===== src/rtl/decode_stage.sv =====
// Registered RV32I decode stage: valid/ready input, one-entry skid buffer,
// illegal flagging, flush, and a counted in_ready stall after a PAUSE hint.
module decode_stage #(
  parameter int XLEN         = 32,
  parameter int PAUSE_CYCLES = 16,
  parameter bit PAUSE_EN     = 1'b1
) (
  input  logic            clk,
  input  logic            rst_n,
  input  logic            flush,
  input  logic            in_valid,
  output logic            in_ready,
  input  logic [31:0]     in_instr,
  input  logic [XLEN-1:0] in_pc,
  output logic            out_valid,
  input  logic            out_ready,
  output logic [XLEN-1:0] out_pc,
  output logic [15:0]     out_op_code,
  output logic [4:0]      out_rs1_sel,
  output logic [4:0]      out_rs2_sel,
  output logic [4:0]      out_rd_sel,
  output logic [XLEN-1:0] out_imm,
  output logic [1:0]      out_rd_data_sel,
  output logic            out_alu_sel,
  output logic            out_reg_w,
  output logic            out_data_r,
  output logic            out_data_w,
  output logic [1:0]      out_data_size,
  output logic            out_unsigned,
  output logic            out_branch,
  output logic            out_jump,
  output logic            out_illegal,
  output logic            out_pause,
  output logic            pause_busy
);
  typedef struct packed {
    logic [XLEN-1:0] pc;
    logic [15:0]     op_code;
    logic [4:0]      rs1_sel;
    logic [4:0]      rs2_sel;
    logic [4:0]      rd_sel;
    logic [XLEN-1:0] imm;
    logic [1:0]      rd_data_sel;
    logic            alu_sel;
    logic            reg_w;
    logic            data_r;
    logic            data_w;
    logic [1:0]      data_size;
    logic            is_unsigned;
    logic            branch;
    logic            jump;
    logic            illegal;
    logic            pause;
  } bundle_t;

  typedef enum logic {ST_RUN, ST_PAUSE} state_t;

  localparam logic [7:0] PAUSE_LOAD = 8'(PAUSE_CYCLES);

  function automatic logic [XLEN-1:0] sext(input logic [31:0] v);
    return XLEN'($signed(v));
  endfunction

  bundle_t     dec, out_reg, skid_reg;
  logic [6:0]  opc, f7, f7_shift;
  logic [2:0]  f3, f3_keep;
  logic [5:0]  f7_keep;
  logic [31:0] imm_i, imm_s, imm_b, imm_u, imm_j, shamt;
  logic        legal;

  // op_code packs fn7[5:0]: fn7[6] is zero in every legal RV32I encoding.
  always_comb begin
    opc   = in_instr[6:0];
    f3    = in_instr[14:12];
    f7    = in_instr[31:25];
    imm_i = {{20{in_instr[31]}}, in_instr[31:20]};
    imm_s = {{20{in_instr[31]}}, in_instr[31:25], in_instr[11:7]};
    imm_b = {{19{in_instr[31]}}, in_instr[31], in_instr[7], in_instr[30:25], in_instr[11:8], 1'b0};
    imm_u = {in_instr[31:12], 12'b0};
    imm_j = {{11{in_instr[31]}}, in_instr[31], in_instr[19:12], in_instr[20], in_instr[30:21], 1'b0};
    if (XLEN == 64) begin
      f7_shift = {in_instr[31:26], 1'b0};
      shamt    = {26'b0, in_instr[25:20]};
    end else begin
      f7_shift = f7;
      shamt    = {27'b0, in_instr[24:20]};
    end
    dec     = '0;
    dec.pc  = in_pc;
    legal   = 1'b0;
    f3_keep = f3;
    f7_keep = '0;
    case (opc)
      7'b0110111: begin  // LUI
        legal = 1'b1; dec.rd_sel = in_instr[11:7]; dec.imm = sext(imm_u);
        dec.rd_data_sel = 2'b10; dec.reg_w = 1'b1; f3_keep = '0;
      end
      7'b0010111: begin  // AUIPC
        legal = 1'b1; dec.rd_sel = in_instr[11:7]; dec.imm = sext(imm_u);
        dec.alu_sel = 1'b1; dec.reg_w = 1'b1; f3_keep = '0;
      end
      7'b1101111: begin  // JAL
        legal = 1'b1; dec.rd_sel = in_instr[11:7]; dec.imm = sext(imm_j);
        dec.rd_data_sel = 2'b11; dec.alu_sel = 1'b1; dec.reg_w = 1'b1; dec.jump = 1'b1; f3_keep = '0;
      end
      7'b1100111: if (f3 == 3'b000) begin  // JALR
        legal = 1'b1; dec.rd_sel = in_instr[11:7]; dec.rs1_sel = in_instr[19:15]; dec.imm = sext(imm_i);
        dec.rd_data_sel = 2'b11; dec.alu_sel = 1'b1; dec.reg_w = 1'b1; dec.jump = 1'b1;
      end
      7'b1100011: if (f3[2:1] != 2'b01) begin  // branches
        legal = 1'b1; dec.rs1_sel = in_instr[19:15]; dec.rs2_sel = in_instr[24:20]; dec.imm = sext(imm_b);
        dec.alu_sel = 1'b1; dec.branch = 1'b1; dec.is_unsigned = f3[2] & f3[1];
      end
      7'b0000011: if (f3[1:0] != 2'b11 && f3 != 3'b110) begin  // loads
        legal = 1'b1; dec.rd_sel = in_instr[11:7]; dec.rs1_sel = in_instr[19:15]; dec.imm = sext(imm_i);
        dec.rd_data_sel = 2'b01; dec.alu_sel = 1'b1; dec.reg_w = 1'b1; dec.data_r = 1'b1;
        dec.data_size = f3[1:0]; dec.is_unsigned = f3[2];
      end
      7'b0100011: if (!f3[2] && f3[1:0] != 2'b11) begin  // stores
        legal = 1'b1; dec.rs1_sel = in_instr[19:15]; dec.rs2_sel = in_instr[24:20]; dec.imm = sext(imm_s);
        dec.alu_sel = 1'b1; dec.data_w = 1'b1; dec.data_size = f3[1:0];
      end
      7'b0010011: begin  // OP-IMM
        dec.rd_sel = in_instr[11:7]; dec.rs1_sel = in_instr[19:15];
        dec.alu_sel = 1'b1; dec.reg_w = 1'b1; dec.is_unsigned = (f3 == 3'b011);
        if (f3[1:0] == 2'b01) begin
          legal   = (f7_shift == 7'b0) || (f3[2] && f7_shift == 7'b0100000);
          dec.imm = XLEN'(shamt);
          f7_keep = f7_shift[5:0];
        end else begin
          legal   = 1'b1;
          dec.imm = sext(imm_i);
        end
      end
      7'b0110011: begin  // OP
        legal = (f7 == 7'b0) || (f7 == 7'b0100000 && (f3 == 3'b000 || f3 == 3'b101));
        dec.rd_sel = in_instr[11:7]; dec.rs1_sel = in_instr[19:15]; dec.rs2_sel = in_instr[24:20];
        dec.alu_sel = 1'b1; dec.reg_w = 1'b1; dec.is_unsigned = (f3 == 3'b011); f7_keep = f7[5:0];
      end
      7'b0001111: if (f3 == 3'b000) begin  // FENCE, PAUSE
        legal = 1'b1; dec.imm = sext(imm_i);
        dec.pause = PAUSE_EN && (in_instr == 32'h0100000F);
      end
      7'b1110011: if (in_instr == 32'h00000073 || in_instr == 32'h00100073) begin
        legal = 1'b1; dec.imm = sext(imm_i);
      end
      default: legal = 1'b0;
    endcase
    dec.op_code = {f7_keep, f3_keep, opc};
    if (!legal) begin
      dec         = '0;
      dec.pc      = in_pc;
      dec.op_code = {f7[5:0], f3, opc};
      dec.illegal = 1'b1;
    end
  end

  logic   out_valid_reg, skid_valid_reg, in_ready_reg, pause_busy_reg;
  logic   skid_valid_next, pause_busy_next;
  logic   accept, transfer, pause_start, pause_end;
  state_t state_reg;
  logic [7:0] cnt_reg;

  assign accept          = in_valid & in_ready_reg;
  assign transfer        = out_valid_reg & out_ready;
  assign pause_start     = accept & dec.pause & (PAUSE_CYCLES != 0);
  assign pause_end       = (state_reg == ST_PAUSE) && (cnt_reg == 8'd1);
  assign skid_valid_next = (!out_valid_reg || transfer) ? 1'b0 : (skid_valid_reg | accept);
  assign pause_busy_next = pause_start | (pause_busy_reg & ~pause_end);

  always_ff @(posedge clk or negedge rst_n) begin
    if (!rst_n) begin
      out_valid_reg  <= 1'b0;
      out_reg        <= '0;
      skid_valid_reg <= 1'b0;
      skid_reg       <= '0;
      in_ready_reg   <= 1'b1;
    end else if (flush) begin
      out_valid_reg  <= 1'b0;
      skid_valid_reg <= 1'b0;
      in_ready_reg   <= 1'b1;
    end else begin
      if (!out_valid_reg || transfer) begin
        if (skid_valid_reg) begin
          out_reg       <= skid_reg;
          out_valid_reg <= 1'b1;
        end else if (accept) begin
          out_reg       <= dec;
          out_valid_reg <= 1'b1;
        end else begin
          out_valid_reg <= 1'b0;
        end
      end else if (accept) begin
        skid_reg <= dec;
      end
      skid_valid_reg <= skid_valid_next;
      in_ready_reg   <= ~skid_valid_next & ~pause_busy_next;
    end
  end

  // Pause stall: counter is loaded on acceptance and the stall ends the cycle after it reads 1.
  always_ff @(posedge clk or negedge rst_n) begin
    if (!rst_n) begin
      state_reg      <= ST_RUN;
      cnt_reg        <= 8'd0;
      pause_busy_reg <= 1'b0;
    end else if (flush) begin
      state_reg      <= ST_RUN;
      cnt_reg        <= 8'd0;
      pause_busy_reg <= 1'b0;
    end else begin
      case (state_reg)
        ST_RUN: if (pause_start) begin
          state_reg      <= ST_PAUSE;
          cnt_reg        <= PAUSE_LOAD;
          pause_busy_reg <= 1'b1;
        end
        ST_PAUSE: if (pause_end) begin
          state_reg      <= ST_RUN;
          cnt_reg        <= 8'd0;
          pause_busy_reg <= 1'b0;
        end else begin
          cnt_reg <= cnt_reg - 8'd1;
        end
      endcase
    end
  end

  assign in_ready        = in_ready_reg;
  assign pause_busy      = pause_busy_reg;
  assign out_valid       = out_valid_reg;
  assign out_pc          = out_reg.pc;
  assign out_op_code     = out_reg.op_code;
  assign out_rs1_sel     = out_reg.rs1_sel;
  assign out_rs2_sel     = out_reg.rs2_sel;
  assign out_rd_sel      = out_reg.rd_sel;
  assign out_imm         = out_reg.imm;
  assign out_rd_data_sel = out_reg.rd_data_sel;
  assign out_alu_sel     = out_reg.alu_sel;
  assign out_reg_w       = out_reg.reg_w;
  assign out_data_r      = out_reg.data_r;
  assign out_data_w      = out_reg.data_w;
  assign out_data_size   = out_reg.data_size;
  assign out_unsigned    = out_reg.is_unsigned;
  assign out_branch      = out_reg.branch;
  assign out_jump        = out_reg.jump;
  assign out_illegal     = out_reg.illegal;
  assign out_pause       = out_reg.pause;
endmodule


===== config.mk =====
export PLATFORM = sky130hd
export DESIGN_NAME = decode_stage
export DESIGN_NICKNAME = d
export VERILOG_FILES = /design/src/rtl/decode_stage.sv
export SDC_FILE = /design/constraint.sdc
export NUM_CORES = 1
export LEC_CHECK = 0
export CAP_MARGIN = 20
export CORE_MARGIN = 4
export CORE_UTILIZATION = 53
export CTS_CLUSTER_DIAMETER = 100
export DETAILED_ROUTE_END_ITERATION = 8
export GPL_TIMING_DRIVEN = 0
export MAX_ROUTING_LAYER = met4
export PLACE_DENSITY = 0.8
export SYNTH_ARGS = -nofsm -noshare
export SYNTH_HDL_FRONTEND = slang
export SYNTH_SLANG_ARGS = --single-unit

===== constraint.sdc =====
create_clock -name clk -period 2.3 [get_ports clk]
set_input_delay 0.575 -clock clk [delete_from_list [all_inputs] [get_ports clk]]
set_output_delay 0.575 -clock clk [all_outputs]
set_load 0.02 [all_outputs]

==> impl_metrics.json, run 1 <==
{
  "power_mw": 10.7,
  "fin_cells": 1644,
  "clkTransAtPathRegs_ps": 60,
  "clock_path_buffers": 3,
  "outcome": "finished with violations",
  "ctsHtreeMaxLevel": 1,
  "cap_violations": 0,
  "routed_via_density": 6.04,
  "io-pin-count": 180,
  "powerDensity_nw_per_um2": 763,
  "grt_pass1_vias": 9661,
  "wl_per_cell_um": 20.5,
  "async_flop_share": 1.00,
  "cp.required_ps": 2740,
  "clock_skew_ps": 8.72,
  "cp-startpoint": "in_instr[22]",
  "setup_violations": 8,
  "gp_congestion": 0.974,
  "gr-total-overflow": 0,
  "synth-edff-count": 0,
  "coreArea_sq_um": 19500,
  "ir_drop_mv": 0.551,
  "post-dp-hpwl_um": 23300,
  "seq_area_frac_synth": 0.547,
  "grt_max_degree": 124,
  "die_w_um": 149,
  "reg2reg_slack_ps": 100,
  "yosysTopAreaCellShare": 0.544,
  "start_util": 0.539,
  "violations": "setup timing",
  "grt_usage": 0.307,
  "slew_headroom": 0.441,
  "clock-sinks": 229,
  "synthTopCellsByCount": "nand2_1 (279), dfrtp_1 (228), o21ai_0 (155), clkbuf_1 (72), nor2_1 (48)",
  "nets": 1435,
  "worstSetupEndpointType": "flip-flop",
  "critPathLaunchType": "input port",
  "hold_buffers": 0,
  "finalCritPeriodShare": 1.01,
  "num_rows": 51,
  "cts_made_buffers": 25,
  "cts_tree": "done",
  "worst_pin_slew_ps": 839,
  "antenna_found_initial": 0,
  "drive_above_1_share": 0.133,
  "yosysWarnings": 0,
  "area_delta_synth_final_pct": 34.0,
  "placed_cells": 1580,
  "drv_slew": 0,
  "drc": 0,
  "yosysTopAreaCell": "dfrtp_1",
  "antenna-diode-count": 0,
  "fin_crit_ps": 2330,
  "rsz0062_at_grt": "true",
  "wl_um": 33800,
  "largest_reg_flops": 108,
  "io_buffer_count": 176,
  "drtAntennaViolNets": 0,
  "drt_pass1_iterations": 7,
  "hold_viol_final": 0,
  "syn_area_sq_um": 10500,
  "fp.dieH_um": 149,
  "drtIter0Drc": 991,
  "power.leakage_nw": 6.25,
  "synthFlopType": "dfrtp_1",
  "synthTopCellsByArea": "dfrtp_1 (54%), nand2_1 (10%), o21ai_0 (7.4%)",
  "setup_ws_ps": -28.6,
  "final_util": 0.722,
  "grt_pass1_wl_um": 52600,
  "design_area_sq_um": 14100,
  "insertion_delay_ps": 520,
  "dieArea_sq_um": 22100,
  "hold_class": "input port to async pin",
  "syn_nets": 1209,
  "vias": 9928,
  "root_buffer": "clkbuf_16",
  "arrival_ps": 2770,
  "synth_cell_types": 57,
  "synth.most_common_cell": "nand2_1",
  "totalNegativeSetupSlack_ps": -92.3,
  "dpl_cell_area_sq_um": 12700,
  "syn_inst": 1138,
  "postSynthAreaPerCell_sq_um": 9.22,
  "fmax_mhz": 429,
  "critical_path_class": "input port to flip-flop",
  "path_max_fanout": 5,
  "r2r_start": "in_ready$_DFF_PN1_",
  "ys_seq_elements": 229
}
## placed cells by master (no fill, tap or decap), types with 4 or more instances in the layout
cell type / n
a2111oi_2: 4
a211o_1: 6
a21o_1: 6
a21oi_1: 39
a22o_1: 9
a31oi_1: 29
a31oi_2: 7
and3_1: 31
buf_2: 9
buf_4: 18
buf_6: 9
clkbuf_1: 38
clkbuf_16: 25
clkbuf_2: 35
clkbuf_4: 4
clkbuf_8: 7
clkdlybuf4s50_1: 147
dfrtp_1: 228
dlygate4sd2_1: 14
inv_1: 9
mux2i_1: 41
nand2_1: 278
nand2b_1: 7
nand3_1: 31
nand4_1: 4
nor2_1: 44
nor3_1: 7
nor3_2: 5
o211ai_1: 8
o21a_1: 17
o21ai_0: 135
o21ai_1: 13
o21ai_2: 8
or3_1: 14
## cells by family (layout without fill, tap and decap cells)
| family | Yosys count | count (layout) | synth area share |
|---|---|---|---|
| flops | 229 | 229 | 0.547 |
| xor+xnor | 2 | 2 | 0.00167 |
| buf+inv | 93 | 334 | 0.0358 |
| compound gates | 309 | 309 | 0.176 |
| simple gates | 461 | 461 | 0.198 |
| mux | 42 | 42 | 0.0402 |
| fa+ha+maj | 2 | 2 | 0.00239 |
## worst paths after layout
check / to / depth (start not counted)
hold / removal: cnt_reg[6]$_DFFE_PN0P_ / 1
setup reg to reg: out_illegal$_DFFE_PN0P_ / 8
setup / recovery: out_imm[31]$_DFFE_PN0P_ / 9
max in group asynchronous: out_imm[0]$_DFFE_PN0P_ / 2
hold reg to reg: skid_reg[0]$_DFFE_PN0P_ / 2
min in group clk: skid_reg[71]$_DFFE_PN0P_ / 3
## cell type report
class                           count  area (sq um)
Timing Repair Buffer              199          1920
Clock inverter                      8          92.6
Fill cell                        1481          5410
Tap cell                          265           332
Buffer                             84           448
Inverter                            9          33.8
Clock buffer                       34           709
Sequential cell                   229          5730
Multi-Input combinational cell    816          4790
## metal layers
metal / wire (um) / track usage / up-vias / part of all wire
li1: - / - / 4447 / -
met1: 14000 / 0.427 / 4902 / 0.42
met2: 15900 / 0.477 / 496 / 0.47
met3: 2710 / 0.0387 / 83 / 0.080
met4: 1140 / 0.0988 / 0 / 0.034
met5: 0 / - / - / 0
## power by group
part | switching, mW | total [mW] | internal [mW] | leakage [nW]
sequential | 0.299 | 4.85 | 4.56 | 2.96
combinational | 1.10 | 1.94 | 0.844 | 2.90
clock | 1.65 | 3.93 | 2.28 | 0.387
## metrics by stage
stage,setup WS [ps],hold slack [ps]
after floorplan,-255,279
final,-28.6,85.1
after global placement,-8980,452
after detailed placement,-1440,456
after CTS,-21.0,133
after global routing,-30.9,150
## critical path, cell delays in order
cell,delay [ps]
clkdlybuf4s15_1,310
nor4_1,360
nand3_1,140
or3_4,400
buf_6,130
and4_4,190
buf_6,140
or3_4,390
o21ai_2,120
## what timing repair did
item	CTS	global route
setup buffers	16	3
resized for setup	121	103
gates cloned	2	1
pin swaps	17	12
endpoints found under the setup margin	207	179
endpoints found under the hold margin	0	0
Note: power is estimated with default switching activity, not from simulation.
==> run 2, diff against run 1 <==
--- a/config.mk
+++ b/config.mk
@@ -6,6 +6,7 @@
 export NUM_CORES = 1
 export LEC_CHECK = 0
 export CAP_MARGIN = 20
+export CORE_ASPECT_RATIO = 0.8
 export CORE_MARGIN = 4
 export CORE_UTILIZATION = 53
 export CTS_CLUSTER_DIAMETER = 100
@@ -13,6 +14,7 @@
 export GPL_TIMING_DRIVEN = 0
 export MAX_ROUTING_LAYER = met4
 export PLACE_DENSITY = 0.8
+export SKIP_LAST_GASP = 1
 export SYNTH_ARGS = -nofsm -noshare
 export SYNTH_HDL_FRONTEND = slang
 export SYNTH_SLANG_ARGS = --single-unit
==> run 2 against run 1 <==
Compared with the run above:
- the flow still finishes with violations (setup timing)
- sequential power hardly changed
- power is 1.1% lower
- sequential share of layout area is 0.30 points lower
- via count is 1.0% higher
- critical path type unchanged
- largest power group unchanged
- highest routed layer unchanged
==> impl_metrics.json, run 2 (same netlist as run 1, synthesis figures left out) <==
{
  "outcome": "finished with violations",
  "violations": "setup timing",
  "wl_per_cell_um": 20.9,
  "insertion_delay_ps": 520,
  "gr-total-overflow": 0,
  "wl_um": 34600,
  "slew_headroom": 0.437,
  "design_area_sq_um": 14200,
  "cap_violations": 0,
  "grt_usage": 0.314,
  "fmax_mhz": 422,
  "nets": 1448,
  "post-dp-hpwl_um": 22900,
  "worstSetupEndpointType": "flip-flop",
  "gp_congestion": 0.985,
  "start_util": 0.546,
  "ir_drop_mv": 0.602,
  "io_buffer_count": 176,
  "drive_above_1_share": 0.131,
  "cts_made_buffers": 24,
  "clock_skew_ps": 18.4,
  "regArea_sq_um": 5730,
  "finalCritPeriodShare": 1.03,
  "io-pin-count": 180,
  "grt_max_degree": 121,
  "num_rows": 45,
  "drc": 0,
  "vias": 10032,
  "hold_viol_final": 0,
  "critPathSlowestCell": "or3_4",
  "layout_common_cells": "nand2_1 (278), dfrtp_1 (228), clkdlybuf4s50_1 (146)",
  "setup_ws_ps": -67.9,
  "dpl_worst_slack_ps": -1340,
  "antenna_found_initial": 2,
  "clock_path_buffers": 3,
  "cts_tree": "done",
  "setup_violations": 4,
  "arrival_ps": 2800,
  "drv_slew": 0,
  "holdWs_ps": 93.2,
  "power.leakage_nw": 6.29,
  "clkTransAtPathRegs_ps": 60,
  "final_common_cell": "nand2_1",
  "largest_reg_flops": 108,
  "coreArea_sq_um": 19200,
  "cp.required_ps": 2730,
  "dpl_cell_area_sq_um": 12700,
  "placed_cells": 1574,
  "hold_class": "input port to async pin",
  "grt_pass1_wl_um": 53400,
  "critical_path_class": "input port to flip-flop",
  "area_delta_synth_final_pct": 35.0,
  "fin_cells": 1652,
  "routed_via_density": 6.07,
  "rsz0062_at_grt": "true",
  "final_util": 0.738,
  "filler_cell_count": 1380,
  "drtAntennaViolNets": 0,
  "fp.dieH_um": 134,
  "worst_pin_slew_ps": 844,
  "die_w_um": 165,
  "path_max_fanout": 6,
  "path_cells": "dlygate4sd2_1, clkbuf_8, nand4bb_4, o32ai_4, a211oi_4, and4_4, buf_8, buf_12, or3_4, o21ai_2",
  "drtIter0Drc": 1410,
  "clock-sinks": 229,
  "ctsHtreeMaxLevel": 1,
  "multi_input_area_sq_um": 4790,
  "grt_pass1_vias": 9685,
  "fin_crit_ps": 2370,
  "slowest_delay_ps": 380,
  "drt_pass1_iterations": 5,
  "dieArea_sq_um": 22100,
  "critPathLaunchType": "input port",
  "powerDensity_nw_per_um2": 749,
  "root_buffer": "clkbuf_16"
}
run 2: path summary, 6_finish.rpt:
kind                                                from                            to  slack, ps  depth (start not counted)
worst max-delay path                         in_instr[2]      skid_reg[44]$_DFFE_PN0P_        -70                         10
worst min-delay path                               rst_n     out_rd_sel[3]$_DFFE_PN0P_         90                          1
worst max register to register  skid_valid_reg$_DFF_PN0_  out_data_size[0]$_DFFE_PN0P_         90                          5
worst min register to register  skid_reg[65]$_DFFE_PN0P_      skid_reg[65]$_DFFE_PN0P_        470                          2
max in group asynchronous                          rst_n     skid_reg[101]$_DFFE_PN0P_       1140                          2
min in group clk                            in_instr[26]      skid_reg[71]$_DFFE_PN0P_        330                          3
run 2: final cells by class:
class | instances | share of cell area
repair buffers | 214 | 0.147
diodes | 2 | 0.000353
well taps | 258 | 0.0228
inverters | 9 | 0.00239
clock inverters | 4 | 0.00362
multi-input cells | 816 | 0.338
flip-flops and latches | 229 | 0.405
plain buffers | 83 | 0.0310
clock buffers | 37 | 0.0502
run 2: repair_timing:
| action | in CTS | in global routing |
|---|---|---|
| buffers inserted | 25 | 8 |
| endpoints found under the setup margin | 182 | 177 |
| gates resized for setup | 154 | 75 |
| hold buffers | 0 | 0 |
| pin swaps | 27 | 14 |
| gates cloned | 3 | 0 |
run 2: power breakdown:
part	total [mW]	internal (mW)	leakage, nW	switching (mW)
logic	1.96	0.847	2.96	1.12
registers	4.85	4.56	2.96	0.294
clock network	3.80	2.23	0.369	1.57
run 2: worst max-delay path: cells and delay by family:
family,cells,cell delay [ps]
compound gates,3,620
buf+inv,4,670
simple gates,3,940
run 2: layer usage:
metal,vias up,global-route usage,routed length [um]
met1,4840,0.455,14500
met4,0,0.0831,960
met2,613,0.450,15200
met3,103,0.0697,3860
li1,4476,-,-
met5,-,-,0
run 2: per-stage QoR:
stage | total power [mW] | setup TNS [ps]
after detailed placement | 6.76 | -186180
after floorplan | 5.79 | -8590
after CTS | 10.6 | -2030
after global routing | 11.0 | -549
after global placement | 6.71 | -2237210
final | 10.6 | -139
